$ cat src/rtl/decode_pkg.sv
// Shared constants, control-field layout and main-control decode for the ID stage.
package decode_pkg;

  localparam int unsigned DATA_W   = 32;
  localparam int unsigned REG_W    = 5;
  localparam int unsigned NUM_REGS = 32;
  localparam int unsigned OPC_W    = 6;

  localparam logic [OPC_W-1:0] OP_RTYPE = 6'b000000;
  localparam logic [OPC_W-1:0] OP_LW    = 6'b100011;
  localparam logic [OPC_W-1:0] OP_SW    = 6'b101011;
  localparam logic [OPC_W-1:0] OP_BEQ   = 6'b000100;

  // Bit positions inside the wb / m / ex control groups
  localparam int unsigned WB_REG_WRITE = 1;
  localparam int unsigned WB_MEM_TO_REG = 0;
  localparam int unsigned M_BRANCH     = 2;
  localparam int unsigned M_MEM_READ   = 1;
  localparam int unsigned M_MEM_WRITE  = 0;
  localparam int unsigned EX_REG_DST   = 3;
  localparam int unsigned EX_ALU_OP_HI = 2;
  localparam int unsigned EX_ALU_OP_LO = 1;
  localparam int unsigned EX_ALU_SRC   = 0;

  localparam logic [1:0] ALU_ADD   = 2'b00;
  localparam logic [1:0] ALU_SUB   = 2'b01;
  localparam logic [1:0] ALU_FUNCT = 2'b10;

  typedef struct packed {
    logic [1:0] wb;
    logic [2:0] m;
    logic [3:0] ex;
  } ctrl_t;

  // Unknown opcodes fall through as an all-zero NOP.
  function automatic ctrl_t decode_ctrl(input logic [OPC_W-1:0] opcode);
    ctrl_t c;
    c = '0;
    case (opcode)
      OP_RTYPE: begin
        c.wb[WB_REG_WRITE]                 = 1'b1;
        c.ex[EX_REG_DST]                   = 1'b1;
        c.ex[EX_ALU_OP_HI:EX_ALU_OP_LO]    = ALU_FUNCT;
      end
      OP_LW: begin
        c.wb[WB_REG_WRITE]                 = 1'b1;
        c.wb[WB_MEM_TO_REG]                = 1'b1;
        c.m[M_MEM_READ]                    = 1'b1;
        c.ex[EX_ALU_OP_HI:EX_ALU_OP_LO]    = ALU_ADD;
        c.ex[EX_ALU_SRC]                   = 1'b1;
      end
      OP_SW: begin
        c.m[M_MEM_WRITE]                   = 1'b1;
        c.ex[EX_ALU_OP_HI:EX_ALU_OP_LO]    = ALU_ADD;
        c.ex[EX_ALU_SRC]                   = 1'b1;
      end
      OP_BEQ: begin
        c.m[M_BRANCH]                      = 1'b1;
        c.ex[EX_ALU_OP_HI:EX_ALU_OP_LO]    = ALU_SUB;
      end
      default: c = '0;
    endcase
    return c;
  endfunction

endpackage

$ cat src/rtl/decode_regfile.sv
// 32x32 register file: two combinational read ports with write-through bypass, one sync write port.
module regFile
  import decode_pkg::*;
(
  input  logic              clk,
  input  logic              rst,
  input  logic [REG_W-1:0]  raddr1,
  input  logic [REG_W-1:0]  raddr2,
  input  logic              we,
  input  logic [REG_W-1:0]  waddr,
  input  logic [DATA_W-1:0] wdata,
  output logic [DATA_W-1:0] rdata1_c,
  output logic [DATA_W-1:0] rdata2_c
);

  logic [DATA_W-1:0] regs [NUM_REGS];
  logic              wr_en_c;

  assign wr_en_c = we && (waddr != '0);

  // Reset clears every entry and wins over a concurrent writeback.
  always_ff @(posedge clk) begin
    if (rst) begin
      for (int i = 0; i < int'(NUM_REGS); i++) regs[i] <= '0;
    end else if (wr_en_c) begin
      regs[waddr] <= wdata;
    end
  end

  always_comb begin
    rdata1_c = regs[raddr1];
    rdata2_c = regs[raddr2];
    if (wr_en_c && (waddr == raddr1)) rdata1_c = wdata;
    if (wr_en_c && (waddr == raddr2)) rdata2_c = wdata;
    if (raddr1 == '0) rdata1_c = '0;
    if (raddr2 == '0) rdata2_c = '0;
  end

endmodule

$ cat src/rtl/decode.sv
// MIPS instruction-decode stage: register read, sign extension, main control and the ID/EX latch.
module decode
  import decode_pkg::*;
(
  input  logic              clk,
  input  logic              rst,
  input  logic [DATA_W-1:0] if_id_npc,
  input  logic [DATA_W-1:0] if_id_instr,
  input  logic              id_flush,
  input  logic              mem_wb_reg_write,
  input  logic [REG_W-1:0]  mem_wb_write_reg,
  input  logic [DATA_W-1:0] mem_wb_write_data,
  output logic [1:0]        id_ex_wb,
  output logic [2:0]        id_ex_m,
  output logic [3:0]        id_ex_ex,
  output logic [DATA_W-1:0] id_ex_npc,
  output logic [DATA_W-1:0] id_ex_rd1,
  output logic [DATA_W-1:0] id_ex_rd2,
  output logic [DATA_W-1:0] id_ex_sign_ext,
  output logic [REG_W-1:0]  id_ex_rt,
  output logic [REG_W-1:0]  id_ex_rd
);

  logic [DATA_W-1:0] rd1_c;
  logic [DATA_W-1:0] rd2_c;
  logic [DATA_W-1:0] sign_ext_c;
  ctrl_t             ctrl_c;

  regFile u_regfile (
    .clk      (clk),
    .rst      (rst),
    .raddr1   (if_id_instr[25:21]),
    .raddr2   (if_id_instr[20:16]),
    .we       (mem_wb_reg_write),
    .waddr    (mem_wb_write_reg),
    .wdata    (mem_wb_write_data),
    .rdata1_c (rd1_c),
    .rdata2_c (rd2_c)
  );

  // Offsets stay in words to match fetch's +1 PC, so no shift here.
  assign sign_ext_c = {{16{if_id_instr[15]}}, if_id_instr[15:0]};

  always_comb begin
    ctrl_c = '0;
    if (!id_flush) ctrl_c = decode_ctrl(if_id_instr[31:26]);
  end

  // ID/EX latch loads every cycle; flush only bubbles the control groups.
  always_ff @(posedge clk) begin
    if (rst) begin
      id_ex_wb       <= '0;
      id_ex_m        <= '0;
      id_ex_ex       <= '0;
      id_ex_npc      <= '0;
      id_ex_rd1      <= '0;
      id_ex_rd2      <= '0;
      id_ex_sign_ext <= '0;
      id_ex_rt       <= '0;
      id_ex_rd       <= '0;
    end else begin
      id_ex_wb       <= ctrl_c.wb;
      id_ex_m        <= ctrl_c.m;
      id_ex_ex       <= ctrl_c.ex;
      id_ex_npc      <= if_id_npc;
      id_ex_rd1      <= rd1_c;
      id_ex_rd2      <= rd2_c;
      id_ex_sign_ext <= sign_ext_c;
      id_ex_rt       <= if_id_instr[20:16];
      id_ex_rd       <= if_id_instr[15:11];
    end
  end

endmodule

$ cat config.mk
export PLATFORM = sky130hd
export DESIGN_NAME = decode
export DESIGN_NICKNAME = d
export VERILOG_FILES = /design/src/rtl/decode_pkg.sv /design/src/rtl/decode_regfile.sv /design/src/rtl/decode.sv
export SDC_FILE = /design/constraint.sdc
export NUM_CORES = 2
export LEC_CHECK = 0
export CAP_MARGIN = 20
export CORE_MARGIN = 3
export CORE_UTILIZATION = 50
export CTS_BUF_LIST = sky130_fd_sc_hd__clkbuf_4 sky130_fd_sc_hd__clkbuf_8
export DETAILED_ROUTE_END_ITERATION = 16
export PLACE_DENSITY = 0.68
export SLEW_MARGIN = 25
export SYNTH_ARGS = -nofsm -noshare
export SYNTH_HDL_FRONTEND = slang
export SYNTH_SLANG_ARGS = --single-unit
$ cat constraint.sdc
create_clock -name clk -period 6.2 [get_ports clk]
set_input_delay 1.24 -clock clk [delete_from_list [all_inputs] [get_ports clk]]
set_output_delay 1.24 -clock clk [all_outputs]
set_load 0.03 [all_outputs]
== After elaboration in Yosys (flattened, before gate mapping) ==
Memories as Yosys holds them, arrays and structs flattened. A register that Yosys moved wholly into a read port is not among the register bits.
Index checks and enable logic that the tools add are counted.
Operators by class
  multiplexer cells: 15
  eq/ne operators: 3
  reduce and logical (&&, ||, !) cells: 11
Operators by type and width (number)
  32-bit 2-to-1 mux: 1
  32-bit OR reduction: 1
  6-bit equality test, second input constant: 2
  1-bit 2-to-1 mux: 12
  5-bit zero test: 2
  2-bit OR reduction: 5
  6-bit by 3-bit equality test with 1-bit output, second input constant: 1
  6-bit zero test: 1
  5-bit 2-to-1 mux: 1
  5-bit nonzero test: 1
  2-bit one-hot mux with 2 select lines: 1
  1-bit logical AND: 1
Storage, ports and cells
  word-level logic and storage cells: 37
  output and inout bits: 147
  memories kept: 1
  input bits: 105
  memory bits (writable): 1024
  flip-flop bits (word level): 67
Memories
  u_regfile.regs: depth 32, width 32, rd ports 2, clocked after memory_dff 2, wr ports 32, RTL line decode_regfile.sv:16  | logic [DATA_W-1:0] regs [NUM_REGS];

== Depth between registers and ports, before layout ==
  depth in word-level cells: 7
  depth in mapped cells: 10
  depth with buffers taken out: 6

== Hierarchy ==
Synthesis repeated with hierarchy kept, for this count alone.
Second synthesis, totals
  cell total of the unflattened synthesis: 4207
  area, all modules: 59285.6 sq um
By module, submodules not included
  regFile: instances 1, area each 55723.4 sq um, sequential area each 30749.5 sq um, cells each 3918
  decode: instances 1, area each 3562.2 sq um, sequential area each 2482.4 sq um, cells each 289

== Least setup slack after synthesis ==
Ideal clock, no wire load.
  kind: input-to-reg
  start point: input port mem_wb_write_reg[0]
  end point: memory u_regfile.regs[4][0] (enable)
  arrival: 4.367 ns
  path slack: 1.368 ns
  stages on the path: 5
  buffers on the path: 2
  required time: 5.734 ns
  setup time: 0.466 ns
  path through: clkbuf_1 -> nor3_1 -> nand3b_1 -> clkbuf_1 -> o21ai_0
RTL lines
  start, declared: RTL line decode.sv:11  | input logic [REG_W-1:0] mem_wb_write_reg,
  end, declared: RTL line decode_regfile.sv:16

==> impl_metrics.sql <==
INSERT INTO impl_metrics (metric_group, metric, value, unit) VALUES
('status', 'run_status', 'finished, final reports clean', ''),
('floorplanning', 'placement_rows', '124', ''),
('timing', 'finClkSkew', '0.0354', 'ns'),
('synthesis', 'seq_total_area_yosys', '56.7', '%'),
('critical_path', 'worst_setup_path_start_kind', 'primary input', ''),
('critical_path', 'max_stage_delay', '0.66', 'ns'),
('layout', 'layoutNonFillerInstCount', '6065', ''),
('critical_path', 'r2r_start', 'u_regfile.regs[31][27]', ''),
('grt', 'met2_usage', '48.9', '%'),
('floorplanning', 'fp.dieW', '348', 'µm'),
('detailed_routing', 'route.vias.total', '39797', ''),
('synthesis', 'synth.yosys.warnings', '0', ''),
('job', 'maxCapViolations', '0', ''),
('detailed_routing', 'detail_route.first_pass.iterations', '8', ''),
('critical_path', 'crit_slowest_cell', 'sky130_fd_sc_hd__nor3_1', ''),
('worst_hold_path', 'timing.hold.worst.start', 'rst', ''),
('layout', 'fin_nets', '4495', ''),
('timing', 'setup_tns', '0', 'ns'),
('grt', 'global_route.overflow_total', '0', ''),
('floorplanning', 'chipHeight', '348', 'µm'),
('placed_design', 'dpl.hpwl', '120000', 'µm'),
('placed_design', 'final_gp_congestion', '0.861', ''),
('placed_design', 'placedInstanceArea', '63300', 'µm²'),
('critical_path', 'critical-path-top-cell-by-count', 'sky130_fd_sc_hd__buf_4', ''),
('synthesis', 'synth_fa_ha_area_share', '0', '%'),
('grt', 'top_usage_layer', 'met2', ''),
('timing', 'setup_repair_after_global_routing_missed_its_margin', 'no', ''),
('clock_tree', 'postCtsSetupRepairBufs', '0', ''),
('layout', 'layout.cells.most_common_list', '1,024 x sky130_fd_sc_hd__edfxtp_1, 995 x sky130_fd_sc_hd__and2_1, 352 x sky130_fd_sc_hd__mux2i_1', ''),
('grt', 'groute.layer.met1.usage', '42.9', '%'),
('power', 'powerDensity', '272', 'nW/µm²'),
('critical_path', 'cell_type_group_with_the_largest_total_delay_on_the_critical_path', 'simple AND/OR/NAND/NOR gates', ''),
('clock_tree', 'cts-root-buf', 'sky130_fd_sc_hd__clkbuf_8', ''),
('detailed_routing', 'drt_drc_violations_left', '0', ''),
('timing', 'min_period', '3.66', 'ns'),
('timing', 'slew_headroom', '24.4', '%'),
('timing', 'max_freq', '273', 'MHz'),
('synthesis', 'ys_dominant_reg_cell', 'sky130_fd_sc_hd__edfxtp_1', ''),
('detailed_routing', 'final_antenna_net_count', '0', ''),
('clock_tree', 'clock_latency_on_the_worst_skew_pair', '0.87', 'ns'),
('timing', 'period_share', '59.0', '%'),
('critical_path', 'timing.reg2reg.setup_slack', '4.06', 'ns'),
('clock_tree', 'cts-root-to-sink-buffers', '3', ''),
('power', 'total_leakage_power', '24.2', 'nW'),
('critical_path', 'worst_reg2reg_endpoint', 'id_ex_rd2[27]', ''),
('floorplanning', 'design.die.area', '121000', 'µm²'),
('worst_hold_path', 'holdCritPathClass', 'in -> reg', ''),
('layout', 'number_of_filler_instances_in_the_final_layout', '8919', ''),
('layout', 'multi_input_combinational_cell_area', '24100', 'µm²'),
('synthesis', 'fraction_of_registers_with_async_set_or_reset_after_synthesis', '0', '%'),
('critical_path', 'timing.critical_path.buf_inv', '4', ''),
('layout', 'area.growth.synth_to_final', '14.6', '%'),
('floorplanning', 'floorplan.core_area', '115000', 'µm²'),
('synthesis', 'postSynthRegisterBits', '1148', ''),
('synthesis', 'synth_compound_area_share', '7.21', '%'),
('clock_tree', 'cts_resized', '0', ''),
('timing', 'finalHoldWorstSlack', '0.769', 'ns'),
('synthesis', 'share_of_synthesized_area_spent_on_multiplexers', '19.4', '%'),
('layout', 'ff_latch_area', '33200', 'µm²'),
('grt', 'global_route_wire_length_before_repair', '279000', 'µm'),
('grt', 'gr-usage-met3', '9.23', '%'),
('placed_design', 'buffer_ports.inserted', '251', ''),
('synthesis', 'synth-simple-area-share', '13.2', '%'),
('clock_tree', 'total_number_of_h_tree_levels', '4', ''),
('clock_tree', 'hold_buffers', '0', ''),
('synthesis', 'yosys.cell_types.count', '46', ''),
('worst_hold_path', 'worstHoldPathCells', '1', ''),
('placed_design', 'place.detailed.instances', '5706', ''),
('floorplanning', 'initial_core_util', '50.9', '%'),
('synthesis', 'synth_xor_xnor_area_share', '0.149', '%'),
('grt', 'vias_in_the_first_global_route', '39486', '');
==> cell families (layout without fill, tap and decap cells) <==
family          Yosys count  count (layout)
xor+xnor                 10              10
mux                     716             716
flops                  1148            1148
buf+inv                 462             763
other cells               1              37
simple gates           1277            1277
compound gates          602             602
==> cell type report <==
cell class / count / share of cell area (%)
timing repair buffer: 408 / 6.03
clock buffer: 302 / 5.32
antenna: 5 / 0.0186
clock inverter: 48 / 0.415
sequential: 1148 / 49.5
tap: 1512 / 2.82
inverter: 5 / 0.0317
multi-input combinational: 2637 / 35.9
==> stage by stage <==
stage                     setup WS, ns  utilization [%]
final                             2.54             58.3
after global routing              2.47             58.3
after CTS                         2.58             58.2
after detailed placement          1.69             54.9
after global placement            1.61             54.7
after floorplan                   1.37                -
==> power breakdown <==
group          internal, mW  total, mW  switching, mW
sequential             8.87       9.12          0.255
clock                  3.72       6.81           3.08
combinational         0.932       2.36           1.43
==> synth_stat cells, types with 63 or more instances <==
cell type	number	area, µm²
sky130_fd_sc_hd__dfxtp_1	124	2480
sky130_fd_sc_hd__and2_1	996	6230
sky130_fd_sc_hd__a221oi_1	89	780
sky130_fd_sc_hd__a21oi_1	119	596
sky130_fd_sc_hd__edfxtp_1	1024	30700
sky130_fd_sc_hd__buf_2	71	355
sky130_fd_sc_hd__a22oi_1	138	1040
sky130_fd_sc_hd__nor2b_1	63	394
sky130_fd_sc_hd__o21ai_0	114	571
sky130_fd_sc_hd__clkbuf_1	319	1200
sky130_fd_sc_hd__mux2i_1	352	3520
sky130_fd_sc_hd__mux4_2	332	7480
==> sequential cells by signal (all words and copies together) (netlist names) <==
| register | count |
|---|---|
| id_ex_rt | 5 |
| id_ex_npc | 32 |
| id_ex_sign_ext | 15 |
| id_ex_wb | 2 |
| id_ex_m | 1 |
| id_ex_rd2 | 32 |
| id_ex_ex | 4 |
| id_ex_rd | 1 |
| u_regfile.regs | 1024 |
| id_ex_rd1 | 32 |
==> per-layer routing <==
layer / part of all wire [%] / wire length, µm
met3: 13 / 25100
met1: 37 / 73800
met2: 45 / 89300
met4: 5.0 / 9800
met5: 0.022 / 44
==> worst max path at each step <==
stage | slack (ns) | end | startpoint | cells after the start
after detailed placement | 1.69 | id_ex_rd1[23] | mem_wb_write_reg[1] | 8
after global placement | 1.61 | u_regfile.regs[2][7] | mem_wb_reg_write | 6
after global routing | 2.47 | id_ex_rd1[6] | mem_wb_write_reg[1] | 8
final | 2.54 | id_ex_rd2[13] | mem_wb_write_reg[2] | 10
after CTS | 2.58 | id_ex_sign_ext[26] | id_ex_rd[4] | 1
after floorplan | 1.37 | u_regfile.regs[4][0] | mem_wb_write_reg[0] | 5
==> worst reg2reg max path, delay by kind of cell (launching register included) <==
kind,cells,cell delay [ns]
compound gates,1,0.65
simple gates,2,0.61
flops,1,0.35
mux,2,0.38
Note: power is estimated with default switching activity, not from simulation.
